## src/rtl/meas_sched.sv

```systemverilog
// meas_sched -- measurement scheduler for a shared period/frequency datapath.
//
// Time-shares one frequency-classification datapath among NCH input signals.
// For each enabled channel it:
//   - switches the input mux;
//   - holds the datapath in reset for SETTLE cycles;
//   - runs one full 2^WIN_BITS measurement window;
//   - captures the 8-bit frequency code.
// The code is stored per channel and offered on a valid/ready report stream.
//
// Optional feature macro: MEAS_CONFIRM_EN
//   Defined:   a per-channel shadow of the previous raw code is kept. The stored
//              result only updates when two consecutive captures agree and are
//              non-zero.
//   Undefined: every capture is stored directly, and no shadow storage exists.
//
// Ports:
//   clk          system clock
//   rst_n        synchronous active-low reset
//   start        one-cycle pulse, begins a scan pass from IDLE
//   continuous   1 = wrap around and keep scanning (sampled in NEXT)
//   ch_enable    per-channel enable (sampled in IDLE and NEXT)
//   ch_sel       input mux select to the datapath
//   meas_rst     active-high datapath reset
//   meas_code    datapath frequency code (0 = no bin)
//   result_code  latest accepted code per channel, channel k at [8k+7:8k]
//   result_valid channel has at least one accepted code
//   out_valid    report stream valid
//   out_ready    report stream ready
//   out_ch       report channel
//   out_code     report code (always the raw captured code)
//   busy         scheduler not idle
module meas_sched #(
  parameter int NCH      = 4,
  parameter int WIN_BITS = 20,
  parameter int SETTLE   = 16
) (
  input  logic               clk,
  input  logic               rst_n,
  input  logic               start,
  input  logic               continuous,
  input  logic [NCH-1:0]     ch_enable,
  output logic [2:0]         ch_sel,
  output logic               meas_rst,
  input  logic [7:0]         meas_code,
  output logic [8*NCH-1:0]   result_code,
  output logic [NCH-1:0]     result_valid,
  output logic               out_valid,
  input  logic               out_ready,
  output logic [2:0]         out_ch,
  output logic [7:0]         out_code,
  output logic               busy
);

  typedef enum logic [2:0] {
    ST_IDLE,
    ST_SETTLE,
    ST_RUN,
    ST_CAPTURE,
    ST_REPORT,
    ST_NEXT
  } state_t;

  // The settle counter runs 0..SETTLE-1.
  // The run counter runs 0..2^WIN_BITS, so the window is 2^WIN_BITS+1 cycles.
  // The extra cycle covers the datapath's register-after-window update.
  localparam int                SCW         = (SETTLE > 1) ? $clog2(SETTLE) : 1;
  localparam logic [SCW-1:0]    SETTLE_LAST = SCW'(SETTLE - 1);
  localparam logic [SCW-1:0]    SETTLE_ONE  = SCW'(1);
  localparam logic [WIN_BITS:0] RUN_LAST    = {1'b1, {WIN_BITS{1'b0}}};
  localparam logic [WIN_BITS:0] RUN_ONE     = {{WIN_BITS{1'b0}}, 1'b1};

  state_t              state_q, state_d;
  logic [2:0]          ch_sel_q, ch_sel_d;
  logic                meas_rst_q, meas_rst_d;
  logic                busy_q, busy_d;
  logic [SCW-1:0]      settle_cnt_q, settle_cnt_d;
  logic [WIN_BITS:0]   run_cnt_q, run_cnt_d;
  logic                out_valid_q, out_valid_d;
  logic [2:0]          out_ch_q, out_ch_d;
  logic [7:0]          out_code_q, out_code_d;
  logic [8*NCH-1:0]    result_code_q, result_code_d;
  logic [NCH-1:0]      result_valid_q, result_valid_d;
`ifdef MEAS_CONFIRM_EN
  logic [7:0]          shadow_q [NCH];
  logic [7:0]          shadow_d [NCH];
`endif

  logic [3:0]          lowest_hit;
  logic [3:0]          above_hit;

  // Lowest enabled channel. Result format is {found, index}.
  function automatic logic [3:0] find_lowest(input logic [NCH-1:0] en);
    logic [3:0] r;
    r = 4'd0;
    for (int i = NCH - 1; i >= 0; i--) begin
      if (en[i]) r = {1'b1, 3'(i)};
    end
    return r;
  endfunction

  // Lowest enabled channel strictly above cur, with no wrap-around.
  function automatic logic [3:0] find_above(input logic [NCH-1:0] en,
                                            input logic [2:0]     cur);
    logic [3:0] r;
    r = 4'd0;
    for (int i = NCH - 1; i >= 0; i--) begin
      if (en[i] && (3'(i) > cur)) r = {1'b1, 3'(i)};
    end
    return r;
  endfunction

  assign lowest_hit = find_lowest(ch_enable);
  assign above_hit  = find_above(ch_enable, ch_sel_q);

  // Next-state logic for the scheduler.
  // The registered outputs meas_rst and busy are derived from the next state.
  // This makes them change on the same edge as the state, with no extra cycle
  // of lag.
  always_comb begin
    state_d        = state_q;
    ch_sel_d       = ch_sel_q;
    settle_cnt_d   = settle_cnt_q;
    run_cnt_d      = run_cnt_q;
    out_valid_d    = out_valid_q;
    out_ch_d       = out_ch_q;
    out_code_d     = out_code_q;
    result_code_d  = result_code_q;
    result_valid_d = result_valid_q;
`ifdef MEAS_CONFIRM_EN
    shadow_d       = shadow_q;
`endif

    case (state_q)
      ST_IDLE: begin
        if (start && lowest_hit[3]) begin
          ch_sel_d     = lowest_hit[2:0];
          settle_cnt_d = '0;
          state_d      = ST_SETTLE;
        end
      end

      ST_SETTLE: begin
        if (settle_cnt_q == SETTLE_LAST) begin
          run_cnt_d = '0;
          state_d   = ST_RUN;
        end else begin
          settle_cnt_d = settle_cnt_q + SETTLE_ONE;
        end
      end

      ST_RUN: begin
        run_cnt_d = run_cnt_q + RUN_ONE;
        if (run_cnt_q == RUN_LAST) state_d = ST_CAPTURE;
      end

      ST_CAPTURE: begin
        out_code_d  = meas_code;
        out_ch_d    = ch_sel_q;
        out_valid_d = 1'b1;
        for (int k = 0; k < NCH; k++) begin
          if (ch_sel_q == 3'(k)) begin
`ifdef MEAS_CONFIRM_EN
            // Accept only a non-zero code that repeats the previous capture.
            if ((meas_code != 8'd0) && (meas_code == shadow_q[k])) begin
              result_code_d[8*k +: 8] = meas_code;
              result_valid_d[k]       = 1'b1;
            end
            shadow_d[k] = meas_code;
`else
            result_code_d[8*k +: 8] = meas_code;
            if (meas_code != 8'd0) result_valid_d[k] = 1'b1;
`endif
          end
        end
        state_d = ST_REPORT;
      end

      ST_REPORT: begin
        if (out_ready) begin
          out_valid_d = 1'b0;
          state_d     = ST_NEXT;
        end
      end

      ST_NEXT: begin
        if (ch_enable == '0) begin
          state_d = ST_IDLE;
        end else if (above_hit[3]) begin
          ch_sel_d     = above_hit[2:0];
          settle_cnt_d = '0;
          state_d      = ST_SETTLE;
        end else if (continuous) begin
          ch_sel_d     = lowest_hit[2:0];
          settle_cnt_d = '0;
          state_d      = ST_SETTLE;
        end else begin
          state_d = ST_IDLE;
        end
      end

      default: state_d = ST_IDLE;
    endcase

    meas_rst_d = (state_d == ST_IDLE) || (state_d == ST_SETTLE);
    busy_d     = (state_d != ST_IDLE);
  end

  // All scheduler state is held here.
  // A synchronous reset discards any measurement in flight and puts the
  // datapath back into reset on the next cycle.
  always_ff @(posedge clk) begin
    if (!rst_n) begin
      state_q        <= ST_IDLE;
      ch_sel_q       <= 3'd0;
      meas_rst_q     <= 1'b1;
      busy_q         <= 1'b0;
      settle_cnt_q   <= '0;
      run_cnt_q      <= '0;
      out_valid_q    <= 1'b0;
      out_ch_q       <= 3'd0;
      out_code_q     <= 8'd0;
      result_code_q  <= '0;
      result_valid_q <= '0;
`ifdef MEAS_CONFIRM_EN
      for (int k = 0; k < NCH; k++) shadow_q[k] <= 8'd0;
`endif
    end else begin
      state_q        <= state_d;
      ch_sel_q       <= ch_sel_d;
      meas_rst_q     <= meas_rst_d;
      busy_q         <= busy_d;
      settle_cnt_q   <= settle_cnt_d;
      run_cnt_q      <= run_cnt_d;
      out_valid_q    <= out_valid_d;
      out_ch_q       <= out_ch_d;
      out_code_q     <= out_code_d;
      result_code_q  <= result_code_d;
      result_valid_q <= result_valid_d;
`ifdef MEAS_CONFIRM_EN
      for (int k = 0; k < NCH; k++) shadow_q[k] <= shadow_d[k];
`endif
    end
  end

  assign ch_sel       = ch_sel_q;
  assign meas_rst     = meas_rst_q;
  assign busy         = busy_q;
  assign out_valid    = out_valid_q;
  assign out_ch       = out_ch_q;
  assign out_code     = out_code_q;
  assign result_code  = result_code_q;
  assign result_valid = result_valid_q;

endmodule

```

## config.mk

```make
export PLATFORM = sky130hd
export DESIGN_NAME = meas_sched
export DESIGN_NICKNAME = d
export VERILOG_FILES = /design/src/rtl/meas_sched.sv
export SDC_FILE = /design/constraint.sdc
export NUM_CORES = 1
export LEC_CHECK = 0
export BUFFER_PORTS_ARGS = -buffer_cell sky130_fd_sc_hd__buf_4
export CAP_MARGIN = 25
export CORE_ASPECT_RATIO = 2
export CORE_MARGIN = 2
export CORE_UTILIZATION = 40
export CTS_CLUSTER_SIZE = 8
export DETAILED_ROUTE_END_ITERATION = 10
export SYNTH_ARGS = -nofsm -noshare
export SYNTH_HDL_FRONTEND = slang
export SYNTH_SLANG_ARGS = --single-unit
```

## constraint.sdc

```tcl
create_clock -name clk -period 3.3 [get_ports clk]
set_input_delay 0.165 -clock clk [delete_from_list [all_inputs] [get_ports clk]]
set_output_delay 0.165 -clock clk [all_outputs]
set_load 0.1 [all_outputs]
```

==> results of run 1 <==
power by group through the flow:
| stage | Sequential, uW | Clock, uW | Combinational (uW) |
|---|---|---|---|
| 3_5_place_dp | 985 | 0 | 118 |
| 5_1_grt | 964 | 1090 | 126 |
| 3_3_place_gp | 985 | 0 | 117 |
| 2_1_floorplan | 999 | 0 | 60.5 |
| 4_1_cts | 964 | 1060 | 119 |
| 6_report | 964 | 1050 | 118 |
routing by layer:
metal,part of all wire (%),global-route usage [%],up-vias,wire length (microns)
met5,0,0,-,0
met4,2.7,8.17,0,238
met3,4.0,3.66,17,360
met2,57,37.9,83,5100
met1,37,19.5,1444,3280
li1,-,-,1524,-
worst max-delay path: cells and delay by family, from the launching register on:
kind / cells / cell delay, ns
simple gates: 5 / 1.55
compound gates: 1 / 0.07
flops: 1 / 0.46
metrics by stage:
stage,setup WS (ns),instances,power (uW),hold WS (ns),utilization (%)
after global routing,0.877,567,2180,0.135,51.7
final,1.06,567,2130,0.127,51.7
after global placement,1.17,551,1100,0.445,47.8
after floorplan,1.14,404,1060,0.301,-
after CTS,1.07,567,2150,0.122,51.7
after detailed placement,1.09,551,1100,0.451,47.8
registers in the layout, indices dropped and copies added (netlist names), 2 cells and up:
register / flops
out_ch: 2
result_code: 32
out_code: 8
ch_sel: 2
state_q: 3
settle_cnt_q: 4
run_cnt_q: 21
result_valid: 4
logic make-up after synthesis:
kind of cell / count (synthesis) / share of synthesized area [%]
multiplexers: 22 / 6.53
buffers and inverters: 28 / 3.59
flip-flops: 79 / 46.4
AO/OA/AOI/OAI: 84 / 14.6
adder cells (fa/ha/maj): 3 / 1.10
AND/OR/NAND/NOR: 185 / 27.4
other: 1 / 0.110
XOR/XNOR: 1 / 0.257
final cells by class:
type	instances	area share, %
multi-input combinational	297	40.0
clock inverter	5	1.93
tap	98	2.86
clock buffer	11	5.43
timing repair buffer	70	12.3
inverter	7	0.613
sequential	79	36.9
placed cells by master, fill, tap and decap left out, drive strengths merged, types with 3 or more instances in the layout:
cell,Yosys,routed
clkbuf,12,11
mux2i,20,20
dfxtp,79,79
and3,7,7
nor2,44,44
or2,5,5
a31oi,4,4
nor3,5,5
a21oi,46,46
ha,3,3
nor3b,3,3
or4,4,4
o21ai,16,16
nor4,4,4
o211ai,5,5
buf,9,70
clkinv,0,3
nand4,7,7
and2,3,3
or3,4,4
o21a,7,7
nand3b,5,5
nand2,61,61
nand3,25,25
inv,7,7
final timing paths:
| path | startpoint | end |
|---|---|---|
| min | meas_code[5] | result_code[21] |
| max reg2reg | state_q[1] | result_code[11] |
| max | state_q[1] | result_code[11] |
| min reg2reg | out_ch[1] | out_ch[1] |
==> impl_metrics.json, run 1 <==
{
  "grt_setup_unrepaired": "false",
  "yosysTopAreaCell": "dfxtp_1",
  "cts_sinks": 79,
  "drv_slew": 0,
  "gp_congestion": 0.795,
  "status": "finished clean",
  "period_needed_ns": 2.24,
  "dpl_cell_area_sq_mm": 0.00397,
  "die_w_microns": 69.3,
  "clockBufferDepth": 2,
  "power.leakage_uw": 0.00172,
  "holdBufCountCts": 0,
  "port_buffers": 67,
  "gr-total-overflow": 0,
  "clock_latency_ns": 0.33,
  "arrival_ns": 2.42,
  "grt_pass1_wl_mm": 14.4,
  "max_freq_mhz": 447,
  "netlist_top_cells_area": "dfxtp_1, a21oi_1, nand2_1, mux2i_1, nor2_1",
  "antenna_found_initial": 0,
  "path_common_cell": "nand2_1",
  "dieArea_sq_mm": 0.00933,
  "synthArstFlopShare_pct": 0,
  "syn_inst": 403,
  "ys.flop_type": "dfxtp_1",
  "ff2ff_setup_slack_ns": 1.06,
  "boundaryPins": 70,
  "cp_cell_sequence": "and2b_2 > nand2_1 > nor2_1 > nand2_1 > nand2_1 > a21oi_1",
  "drtPass1Iterations": 4,
  "track_usage_pct": 19.4,
  "diodes": 0,
  "finalHoldViolCount": 0,
  "core_sq_mm": 0.00829,
  "yosysMostFrequentCell": "dfxtp_1",
  "cts_made_buffers": 9,
  "ys_top_cells_by_count": "dfxtp_1, nand2_1, a21oi_1",
  "cts.clk_slew.worst_paths_ns": 0.06,
  "combPwrFrac_pct": 5.5,
  "netlist.area_leader.share_pct": 46.4,
  "grt_pass1_vias": 2906,
  "p_switching_uw": 474,
  "post-route-period-util_pct": 67.8,
  "initial_core_util_pct": 41.1,
  "drive_above_1_share_pct": 22.0,
  "min_path_cells": 3,
  "power.internal_uw": 1660,
  "num-nets-final": 484,
  "cts-root-buf": "clkbuf_16",
  "crit_type": "flip-flop to flip-flop",
  "drtAntennaViolNets": 0,
  "cp_slowest_cell": "nor2_1",
  "setup_viol": 0,
  "num_vias": 3068,
  "wire_per_inst_microns": 15.8,
  "syn_avg_cell_area_sq_um": 8.47,
  "num-fill-cells": 813,
  "p_sw_share_pct": 22.2,
  "finalSetupTns_ns": 0,
  "yosysUniqueCellTypes": 48,
  "max_stage_delay_ns": 0.54,
  "cts_resized": 0,
  "synth_edf_count": 0,
  "hold_class": "input pin to flip-flop",
  "end_kind": "flip-flop",
  "start_kind": "flip-flop",
  "row_count": 47,
  "slew_headroom_pct": 48.7,
  "required_ns": 3.48,
  "viasPerCell": 5.41,
  "routed_wl_mm": 8.97,
  "ys_warn_count": 0,
  "tightest_slew_ns": 0.765,
  "cp_max_fo": 13,
  "ff2ff_path_depth": 6,
  "post_cts_buffers": 0,
  "die_h_microns": 135,
  "synth_seq_cells": 79,
  "maxCapViolCount": 0,
  "seq_area_sq_mm": 0.00158,
  "drt-initial-drc-count": 127,
  "area_growth_pct": 25.5,
  "fin_area_sq_mm": 0.00428,
  "p_clk_share_pct": 49.2,
  "ys_seq_area_share_pct": 46.4,
  "powerDensity_mw_per_mm2": 498,
  "multi_input_area_sq_mm": 0.00171,
  "pwr-share-seq_pct": 45.2,
  "htreeDepth": 3,
  "synthesis.area_sq_mm": 0.00341,
  "ir_drop_uv": 487,
  "grt_max_degree": 44,
  "drcViolationCount": 0,
  "tritoncts": "yes",
  "fin_worst_skew_ns": 0.00431,
  "dp_hpwl_mm": 6.50
}
No activity file was read; power rests on OpenSTA's default activity.
==> run 2, diff against run 1 <==
--- a/config.mk
+++ b/config.mk
@@ -5,6 +5,7 @@
 export SDC_FILE = /design/constraint.sdc
 export NUM_CORES = 1
 export LEC_CHECK = 0
+export ABC_AREA = 1
 export BUFFER_PORTS_ARGS = -buffer_cell sky130_fd_sc_hd__buf_4
 export CAP_MARGIN = 25
 export CORE_ASPECT_RATIO = 2
==> constraint.sdc (replaced) <==
create_clock -name clk -period 2.09 [get_ports clk]
set_input_delay 0.1045 -clock clk [delete_from_list [all_inputs] [get_ports clk]]
set_output_delay 0.1045 -clock clk [all_outputs]
set_load 0.1 [all_outputs]
==> run 2 against run 1 <==
  * Via count rose by 11%
  * Die area increased by 2.2%
  * Clock skew is 0.0012 ns higher
  * Flip-flop and latch count is the same
  * Critical path type unchanged
==> impl_metrics.json, run 2 <==
{
  "synthesis.area_sq_mm": 0.00349,
  "clock_latency_ns": 0.33,
  "die_w_microns": 70.1,
  "arrival_ns": 2.02,
  "ys_top_cells_by_count": "nor2_1, nand2_1, dfxtp_1",
  "ff2ff_setup_slack_ns": 0.30,
  "max_freq_mhz": 557,
  "r2r_end": "result_code[10]",
  "viasPerCell": 5.05,
  "post_cts_buffers": 0,
  "diodes": 0,
  "r2r_start": "state_q[2]",
  "syn_inst": 498,
  "gr-total-overflow": 0,
  "cts-root-buf": "clkbuf_16",
  "yosysMostFrequentCell": "nor2_1",
  "end_kind": "flip-flop",
  "yosysUniqueCellTypes": 29,
  "dpl_cell_area_sq_mm": 0.00408,
  "setup.worst_path.end": "result_code[10]",
  "num-nets-final": 586,
  "max_stage_delay_ns": 0.35,
  "ir_drop_uv": 515,
  "status": "finished clean",
  "boundaryPins": 70,
  "p_switching_uw": 828,
  "port_buffers": 67,
  "largest_register_ffs": 32,
  "grt_setup_unrepaired": "false",
  "num-fill-cells": 894,
  "tritoncts": "yes",
  "power.leakage_uw": 0.00182,
  "synth_edf_count": 0,
  "start_kind": "flip-flop",
  "ys.flop_type": "dfxtp_1",
  "dieArea_sq_mm": 0.00954,
  "setup_viol": 0,
  "synthArstFlopShare_pct": 0,
  "initial_core_util_pct": 40.9,
  "drv_slew": 0,
  "cp_slowest_cell": "nor2_2",
  "grt_max_degree": 52,
  "drtPass1Iterations": 5,
  "finalSetupTns_ns": 0,
  "cts.clk_slew.worst_paths_ns": 0.06,
  "cp_max_fo": 12,
  "ff2ff_path_depth": 8,
  "area_growth_pct": 25.2,
  "crit_buf_inv": 3,
  "pre_cts_slack_ns": 0.328,
  "maxCapViolCount": 0,
  "drive_above_1_share_pct": 19.8,
  "crit_type": "flip-flop to flip-flop",
  "period_needed_ns": 1.79,
  "row_count": 48,
  "p_sw_share_pct": 25.4,
  "yosysTopAreaCell": "dfxtp_1",
  "final_cell_mix": "nor2_1, nand2_1, dfxtp_1",
  "clockBufferDepth": 2,
  "antenna_found_initial": 0,
  "grt_pass1_wl_mm": 15.7,
  "required_ns": 2.32,
  "crit_start": "state_q[2]",
  "mostFrequentLayoutCell": "nor2_1",
  "grt_pass1_vias": 3181,
  "routed_wl_mm": 9.80,
  "post-route-period-util_pct": 85.8,
  "netlist.area_leader.share_pct": 45.3,
  "wire_per_inst_microns": 14.6,
  "drcViolationCount": 0,
  "synth_seq_cells": 79,
  "cts_sinks": 79,
  "syn_avg_cell_area_sq_um": 7.01,
  "ys_seq_area_share_pct": 45.3,
  "htreeDepth": 3,
  "track_usage_pct": 21.2,
  "num_vias": 3391,
  "cts_made_buffers": 9,
  "drt-initial-drc-count": 186,
  "min_path_cells": 3,
  "ys_warn_count": 0,
  "power.internal_uw": 2430,
  "holdBufCountCts": 0,
  "core_sq_mm": 0.00853,
  "die_h_microns": 136,
  "combPwrFrac_pct": 7.2,
  "cts_resized": 0,
  "pwr-share-seq_pct": 46.9,
  "fin_worst_skew_ns": 0.00548,
  "cp_cell_sequence": "inv_2 > nand3_1 > inv_2 > nand2_1 > nor2_2 > inv_1 > nor2_1 > nor2_1",
  "worst_slack_ns": 0.296,
  "finalHoldViolCount": 0,
  "drtAntennaViolNets": 0,
  "dp_hpwl_mm": 7.53,
  "crit_family": "simple AND/OR/NAND/NOR gates",
  "p_clk_share_pct": 45.9,
  "gp_congestion": 0.808,
  "fin_area_sq_mm": 0.00437,
  "powerDensity_mw_per_mm2": 746,
  "hold_class": "input pin to flip-flop",
  "netlist_top_cells_area": "dfxtp_1, nor2_1, nand2_1, o21ai_0, a21oi_1",
  "path_depth": 8
}
[run 2: changes by cell type after synthesis, sizes merged, moves of 5 or more]
cell / change
o21a: -7
nor2: +67
nand2: +31
o211ai: -5
a21oi: -5
clkbuf: -5
and3: -7
inv: +38
o21ai: +37
mux2i: -20
nand3: +6
[run 2: cells by family after synthesis]
family	share of synthesized area, %
buffers and inverters	7.42
XOR/XNOR	0.251
AND/OR/NAND/NOR	30.5
adder cells (fa/ha/maj)	1.08
flip-flops	45.3
AO/OA/AOI/OAI	15.4
other	0.107
[run 2: metal layers]
metal | up-vias | track usage [%] | share of wire [%]
met5 | - | 0 | 0
met3 | 14 | 3.85 | 3.4
met2 | 67 | 42.3 | 58
met4 | 0 | 8.87 | 2.1
met1 | 1561 | 20.7 | 36
li1 | 1749 | - | -
[run 2: cell type report]
cell class | instances | area (sq um) | area share, %
inverters | 46 | 173 | 3.95
clock buffers | 10 | 239 | 5.47
repair buffers | 73 | 548 | 12.5
well taps | 100 | 125 | 2.86
multi-input cells | 357 | 1650 | 37.8
flip-flops and latches | 79 | 1580 | 36.2
clock inverters | 6 | 51.3 | 1.17
[run 2: how the worst min path moves through the flow]
stage | from | to
3_3_place_gp | meas_code[7] | result_code[15]
6_report | meas_code[7] | result_code[31]
4_1_cts | meas_code[7] | result_code[31]
2_1_floorplan | meas_code[2] | result_code[10]
3_5_place_dp | meas_code[5] | result_code[13]
5_1_grt | meas_code[7] | result_code[31]
[run 2: per-stage QoR]
step | hold WS, ns | utilization [%] | cells | total power (uW)
floorplan | 0.239 | - | 499 | 1720
global placement | 0.412 | 47.9 | 655 | 1800
detailed placement | 0.429 | 47.9 | 655 | 1800
CTS | 0.0727 | 51.3 | 671 | 3290
global route | 0.0830 | 51.3 | 671 | 3390
finish | 0.0795 | 51.3 | 671 | 3260
[run 2: power groups by stage]
| stage | clock network, uW | registers [uW] | logic [uW] |
|---|---|---|---|
| finish | 1500 | 1530 | 235 |
| global route | 1600 | 1530 | 258 |
| CTS | 1520 | 1530 | 236 |
| detailed placement | 0 | 1560 | 235 |
| global placement | 0 | 1560 | 234 |
| floorplan | 0 | 1600 | 117 |
[run 2: worst min-delay path, cell delays in order]
cell and delay [ns]:
buf_4 0.14, nand2_1 0.07, a21oi_1 0.05
==> run 3, diff against run 2 <==
--- a/config.mk
+++ b/config.mk
@@ -8,11 +8,14 @@
 export ABC_AREA = 1
 export BUFFER_PORTS_ARGS = -buffer_cell sky130_fd_sc_hd__buf_4
 export CAP_MARGIN = 25
+export CELL_PAD_IN_SITES_DETAIL_PLACEMENT = 1
+export CELL_PAD_IN_SITES_GLOBAL_PLACEMENT = 1
 export CORE_ASPECT_RATIO = 2
 export CORE_MARGIN = 2
-export CORE_UTILIZATION = 40
+export CORE_UTILIZATION = 39
 export CTS_CLUSTER_SIZE = 8
 export DETAILED_ROUTE_END_ITERATION = 10
+export PLACE_DENSITY_LB_ADDON = 0.1
 export SYNTH_ARGS = -nofsm -noshare
 export SYNTH_HDL_FRONTEND = slang
 export SYNTH_SLANG_ARGS = --single-unit
==> run 3 against run 2 <==
  * Hold slack better by 0.0012 ns
  * Total power rose by 2.4%
  * Sequential power about the same
  * Non-clock buffer count unchanged
  * First-iteration DRC count is 36% lower
  * Final cell count is the same
  * Cell area rose by 0.20%
  * Via count rose by 3.2%
  * Global-route usage rose by 2.7 points
  * Largest cell class unchanged
==> impl_metrics.json, run 3 (same netlist as run 2, synthesis figures left out) <==
{
  "hold_class": "input pin to flip-flop",
  "dp.cells": 655,
  "maxCapViolCount": 0,
  "core_sq_mm": 0.00865,
  "cts_made_buffers": 9,
  "boundaryPins": 70,
  "setup_viol": 0,
  "initial_core_util_pct": 40.4,
  "drtPass1Iterations": 4,
  "grt_setup_unrepaired": "false",
  "start_kind": "flip-flop",
  "required_ns": 2.30,
  "drcViolationCount": 0,
  "mostFrequentLayoutCell": "nor2_1",
  "grt.met3_usage_pct": 4.61,
  "grt_pass1_vias": 3782,
  "grt_max_degree": 52,
  "drt-initial-drc-count": 119,
  "cts_resized": 0,
  "area_growth_pct": 25.5,
  "port_buffers": 67,
  "grtUsageMet2_pct": 47.7,
  "status": "finished clean",
  "max_stage_delay_ns": 0.42,
  "diodes": 0,
  "wire_per_inst_microns": 16.5,
  "ir_drop_uv": 497,
  "drtAntennaViolNets": 0,
  "final-instance-count-excl-fill": 671,
  "gr-total-overflow": 0,
  "fin_worst_skew_ns": 0.00394,
  "power.leakage_uw": 0.00182,
  "routed_wl_mm": 11.1,
  "num_vias": 3500,
  "cts.clk_slew.worst_paths_ns": 0.06,
  "cp_slowest_cell": "dfxtp_1",
  "met1_usage_pct": 22.3,
  "cts-root-buf": "clkbuf_16",
  "crit_type": "flip-flop to flip-flop",
  "num-nets-final": 586,
  "die_h_microns": 138,
  "grt_pass1_wl_mm": 18.1,
  "row_count": 48,
  "drv_slew": 0,
  "gp_congestion": 0.848,
  "grt_busiest_layer": "met2",
  "antenna_found_initial": 0,
  "cp_max_fo": 5,
  "powerDensity_mw_per_mm2": 763,
  "largest_register_ffs": 32,
  "finalHoldViolCount": 0,
  "post_cts_buffers": 0,
  "max_freq_mhz": 580,
  "holdBufCountCts": 0,
  "clock_latency_ns": 0.33,
  "dieArea_sq_mm": 0.00977,
  "tritoncts": "yes",
  "arrival_ns": 1.94,
  "drive_above_1_share_pct": 19.8,
  "track_usage_pct": 23.9,
  "cp_cell_sequence": "nand2_1 > nor2_2 > nand3_1 > nor2_2 > nand3_1 > o21ai_0 > nor2_1",
  "die_w_microns": 70.9,
  "cts_sinks": 79,
  "viasPerCell": 5.22,
  "finalSetupTns_ns": 0,
  "htreeDepth": 3,
  "period_needed_ns": 1.73,
  "dp_hpwl_mm": 8.40,
  "post-route-period-util_pct": 82.6,
  "clockBufferDepth": 2,
  "final_cell_mix": "nor2_1, nand2_1, dfxtp_1",
  "end_kind": "flip-flop"
}
[run 3: cell type report]
| class | count | area, sq um |
|---|---|---|
| Clock inverter | 6 | 60.1 |
| Timing Repair Buffer | 73 | 548 |
| Inverter | 46 | 173 |
| Sequential cell | 79 | 1580 |
| Tap cell | 100 | 125 |
| Multi-Input combinational cell | 357 | 1650 |
| Clock buffer | 10 | 239 |
| Fill cell | 1154 | 4270 |
[run 3: report_power, final]
| part | switching [uW] | leakage [uW] | internal [uW] |
|---|---|---|---|
| combinational | 176 | 0.00104 | 65.3 |
| sequential | 14.2 | 0.000637 | 1520 |
| clock | 618 | 0.000144 | 951 |
[run 3: stage by stage]
step	setup WS [ns]	total power [uW]	utilization (%)	instance area (sq um)	hold WS, ns
2_1_floorplan	0.0870	1720	-	3490	0.239
3_3_place_gp	0.480	1810	47.2	4080	0.410
3_5_place_dp	0.434	1810	47.2	4080	0.416
4_1_cts	0.416	3370	50.7	4380	0.0727
5_1_grt	0.209	3460	50.7	4380	0.0855
6_report	0.364	3340	50.7	4380	0.0807
[run 3: routing by layer]
metal,vias to the layer above,share of wire (%)
met1,1658,35
met3,23,3.3
met2,77,58
met4,0,3.4
met5,-,0
li1,1742,-
[run 3: worst paths after layout]
check,slack [ns],startpoint,to,cells after the start
min reg2reg,0.47,result_code[28],result_code[28],2
min,0.08,meas_code[6],result_code[14],3
max,0.36,run_cnt_q[2],run_cnt_q[19],7
max reg2reg,0.36,run_cnt_q[2],run_cnt_q[19],7
[run 3: critical path, delay by kind of cell (launching register included)]
kind	cells	cell delay [ns]
AND/OR/NAND/NOR	6	0.96
flip-flops	1	0.42
AO/OA/AOI/OAI	1	0.24
